$ cat src/rtl/dmem_dma_ctrl.sv
// Word-copy DMA engine sharing the single data-memory port with the CPU.
// CPU accesses always win; the copy engine freezes in place while they occur.
module dmem_dma_ctrl #(
  parameter int AW = 5
) (
  input  logic          clk,
  input  logic          rst_n,
  input  logic          start,
  input  logic [AW-1:0] src,
  input  logic [AW-1:0] dst,
  input  logic [AW:0]   len,
  output logic          busy,
  output logic          done,
  input  logic          cpu_req,
  input  logic          cpu_we,
  input  logic [31:0]   cpu_addr,
  input  logic [31:0]   cpu_wd,
  output logic [31:0]   cpu_rd,
  output logic          mem_we,
  output logic [31:0]   mem_a,
  output logic [31:0]   mem_wd,
  input  logic [31:0]   mem_rd
);

  typedef enum logic [1:0] {
    IDLE,
    RD,
    WR,
    DONE
  } state_e;

  localparam logic [AW:0] MAXW = {1'b1, {AW{1'b0}}};
  localparam logic [AW:0] ONE  = {{AW{1'b0}}, 1'b1};
  localparam logic [AW:0] ZERO = '0;

  state_e        state_q, state_d;
  logic          busy_q, busy_d;
  logic [AW-1:0] src_q, src_d;
  logic [AW-1:0] dst_q, dst_d;
  logic [AW:0]   cnt_q, cnt_d;
  logic [31:0]   rbuf_q, rbuf_d;
  logic [AW:0]   len_c;

  // Requests longer than the memory are clamped to one full pass.
  assign len_c = (len > MAXW) ? MAXW : len;

  always_comb begin
    state_d = state_q;
    src_d   = src_q;
    dst_d   = dst_q;
    cnt_d   = cnt_q;
    rbuf_d  = rbuf_q;
    if (!cpu_req) begin
      unique case (state_q)
        IDLE: begin
          if (start) begin
            src_d   = src;
            dst_d   = dst;
            cnt_d   = len_c;
            state_d = (len_c == ZERO) ? DONE : RD;
          end
        end
        RD: begin
          rbuf_d  = mem_rd;
          state_d = WR;
        end
        WR: begin
          src_d   = src_q + AW'(1);
          dst_d   = dst_q + AW'(1);
          cnt_d   = cnt_q - ONE;
          state_d = (cnt_q == ONE) ? DONE : RD;
        end
        DONE: state_d = IDLE;
        default: state_d = IDLE;
      endcase
    end
    busy_d = (state_d == RD) || (state_d == WR);
  end

  always_ff @(posedge clk or negedge rst_n) begin
    if (!rst_n) begin
      state_q <= IDLE;
      busy_q  <= 1'b0;
      src_q   <= '0;
      dst_q   <= '0;
      cnt_q   <= '0;
      rbuf_q  <= '0;
    end else begin
      state_q <= state_d;
      busy_q  <= busy_d;
      src_q   <= src_d;
      dst_q   <= dst_d;
      cnt_q   <= cnt_d;
      rbuf_q  <= rbuf_d;
    end
  end

  always_comb begin
    mem_we = 1'b0;
    mem_a  = cpu_addr;
    mem_wd = cpu_wd;
    if (cpu_req) begin
      mem_we = cpu_we;
    end else begin
      unique case (state_q)
        RD: mem_a = {{(32-AW){1'b0}}, src_q};
        WR: begin
          mem_we = 1'b1;
          mem_a  = {{(32-AW){1'b0}}, dst_q};
          mem_wd = rbuf_q;
        end
        default: ;
      endcase
    end
  end

  // DONE is held under a CPU access, so the pulse marks the cycle it retires.
  assign done   = (state_q == DONE) && !cpu_req;
  assign busy   = busy_q;
  assign cpu_rd = mem_rd;

endmodule

$ cat config.mk
export PLATFORM = sky130hd
export DESIGN_NAME = dmem_dma_ctrl
export DESIGN_NICKNAME = d
export VERILOG_FILES = /design/src/rtl/dmem_dma_ctrl.sv
export SDC_FILE = /design/constraint.sdc
export NUM_CORES = 1
export LEC_CHECK = 0
export CORE_MARGIN = 5
export CORE_UTILIZATION = 37
export CTS_CLUSTER_DIAMETER = 100
export CTS_CLUSTER_SIZE = 8
export DETAILED_ROUTE_END_ITERATION = 7
export GPL_TIMING_DRIVEN = 0
export MAX_ROUTING_LAYER = met4
export PLACE_DENSITY_LB_ADDON = 0.2
export SYNTH_ARGS = -nofsm -noshare
export SYNTH_HDL_FRONTEND = slang
export SYNTH_SLANG_ARGS = --single-unit
$ cat constraint.sdc
create_clock -name clk -period 2.3 [get_ports clk]
set_input_delay 0.46 -clock clk [delete_from_list [all_inputs] [get_ports clk]]
set_output_delay 0.46 -clock clk [all_outputs]
set_load 0.03 [all_outputs]
==> metrics <==
initial DRC count ~180; CP arrival 1.87 ns; n_diodes 0; CP Max Fanout 8; GRT Util Overall between 20% and 30%; Post-Synth Simple-Gate Area 13.6%; failing checks setup timing; EDFF count, synth 0; grt total ovfl 0; Filler Cells Inserted 665; LEAKAGE 2.65 nW; Slew Viols, Final 0; syn_area_per_cell 10.5 µm²; Buf+Inv Stages, Crit Path 5; post-DP HPWL approximately 9000 µm; Fin Hold WS between 0.07 and 0.08 ns; commonest cells after routing, fill and taps aside clkdlybuf4s50_1 (147), dfrtp_1 (51), buf_4 (46), buf_6 (37), mux2_4 (32); Final Hold Viols 0; largest net degree at the start of global routing 36; nature of the critical path endpoint output pin; TNS Setup -0.588 ns; CTS H-tree depth 2; post-route ant nets 0; initial antenna violation count 0; xor/xnor share of the synthesized area less than 1%; CTS Sinks 51; core area ~0.0087 mm²; Nets 673; Cells after Synth around 310; Clock Skew about 0.0065 ns; clk buf depth 2; synthesized net count around 440; Critical Path Start Type register; flops & latches, synth about 50; Port Buffers roughly 220; commonest non-fill, non-tap cell in the layout clkdlybuf4s50_1; slowest cell delay on critical path approximately 0.4 ns; outcome finished, violations left; Crit Path Class reg2out; num ports between 200 and 250; Worst-path clk slew about 0.10 ns; setup ws final -0.0290 ns; synth unique cells 38; min cycle time layout 2.33 ns; Area after DPL 0.00559 mm²; CTS Buf Count 5; Req. time, crit path ~1.8 ns; Avg WL per Cell between 15 and 20 µm; final setup fails 29; Worst Setup SP state_q[0]; DRC viols 0; reg2reg start state_q[0]; router iterations before antenna repair 4; critical path's slowest cell dfrtp_1; Layout area overhead 81.1%; count of maximum capacitance violations 0; worst hold path class in2async; Area contributors post-synth dfrtp_1 (39%), mux2_2 (14%), buf_4 (8.2%); post-synthesis mux area share roughly a quarter; FP Rows 34; Primary FF master, synth dfrtp_1; Post-Syn Area 0.00328 mm²; leading area contributor after synthesis dfrtp_1; Vias/cell around 5; full die area roughly 0.011 mm²; post-route cell area between 0.005 and 0.006 mm²; final worst path period share 101%; Die Width around 100 µm; FMAX about 430 MHz; RSZ-0062 raised after global routing yes; largest family of logic cells by synthesized area multiplexers; fraction of layout cells with a size suffix above 1 34.1%; fraction of registers with async set/reset between 90% and 100%; Largest delay share family, worst path buffers and inverters; compound-gate portion of the synthesized area 9.71%; Worst-Margin Slew slightly below 0.6 ns; vias in the first global route about 3,400; top cell type's share of synthesized area approximately two fifths; clk_lat worst skew 0.30 ns; CTS Hold Buffers Added 0; starting density of the core 37.8%; post-synthesis adder-cell area fraction ~3%; Ys Warns 0; Setup WS pre-CTS -0.811 ns; power per cell area 1050 mW/mm²; first-pass GRT wire length roughly 18,000 µm; CTS tree done; crit-path cells inv_2 -> ha_4 -> inv_8 -> nor2_4 -> buf_12 -> buf_8 -> mux2_4 -> buf_6; sequential-to-total area share from yosys stat between 30% and 40%; maximum vdd drop around 0.00064 V; Vias roughly 3,200; Slew Limit Headroom roughly three fifths; Routed WL ~11,000 µm; Root Driver clkbuf_8; Die H 104 µm; GP Congestion slightly below 0.9
where the power goes:
group,switching (mW),internal [mW]
Sequential,0.346,1.36
Combinational,2.02,1.90
Clock,0.306,0.324
Total,2.67,3.58
Yosys cell counts, types with 2 or more instances:
cell type	count
nand2_1	13
o21ai_1	17
a22oi_1	11
and2_1	27
nor4_1	6
nor2_1	9
buf_4	36
nand3_1	4
inv_2	2
mux2_1	22
o221a_2	3
mux2_2	42
clkbuf_1	3
nor2_4	2
dfrtp_1	51
inv_1	6
nor2b_1	3
ha_1	8
nor3_1	8
mux2i_1	5
a21oi_1	10
a221oi_1	2
buf_2	8
metal layers:
layer | GRT usage (%) | up-vias | wire [µm]
met5 | - | - | 0
met4 | 3.24 | 0 | 65
met3 | 5.21 | 6 | 799
met2 | 35.9 | 159 | 5700
met1 | 24.2 | 1518 | 4570
li1 | - | 1549 | -
worst reg2reg max path: stages, from the launching register on:
cell     delay (ns)
dfrtp_1        0.38
buf_4          0.12
buf_4          0.10
ha_1           0.34
nor2b_1        0.17
buf_2          0.16
buf_4          0.20
mux2_2         0.36
kinds of logic after synthesis:
group,count (synthesis)
and+or+nand+nor,79
muxes,69
buffers and inverters,56
DFF,51
AOI/OAI and AO/OA,49
adders and majority gates,8
xor gates and xnor gates,1
layout make-up:
| cell class | instances | area [µm²] | area share (%) |
|---|---|---|---|
| clock buffer | 5 | 68.8 | 1.16 |
| multi-input combinational | 206 | 1790 | 30.1 |
| timing repair buffer | 229 | 2210 | 37.2 |
| buffer | 47 | 380 | 6.40 |
| tap | 108 | 135 | 2.27 |
| sequential | 51 | 1280 | 21.5 |
| inverter | 8 | 37.5 | 0.631 |
| clock inverter | 3 | 43.8 | 0.736 |
state kept, by name (all words and copies together), names as in the netlist:
register and cells:
src_q 5, rbuf_q 32, busy 1, cnt_q 6, state_q 2, dst_q 5
per-stage QoR:
stage	utilization (%)	cells	power, mW
global route	68.5	657	6.66
global placement	64.2	636	5.24
detailed placement	64.4	637	5.33
floorplan	-	313	3.97
CTS	68.3	655	6.23
finish	68.5	657	6.25
what timing repair did:
item,4_1_cts,5_1_grt
buffers inserted,8,2
endpoints found under the setup margin,66,63
resized for setup,428,8
pin swaps,2,1
gates cloned,3,0
final timing paths:
path,slack (ns),depth (start not counted),endpoint
worst max-delay path,-0.03,8,mem_wd[23]
worst min-delay path,0.08,1,rbuf_q[8]
worst max register to register,0.35,7,rbuf_q[22]
worst min register to register,0.50,1,rbuf_q[25]
max in group asynchronous,1.68,2,rbuf_q[28]
min in group clk,0.50,1,rbuf_q[25]
Note: power is estimated with default switching activity, not from simulation.
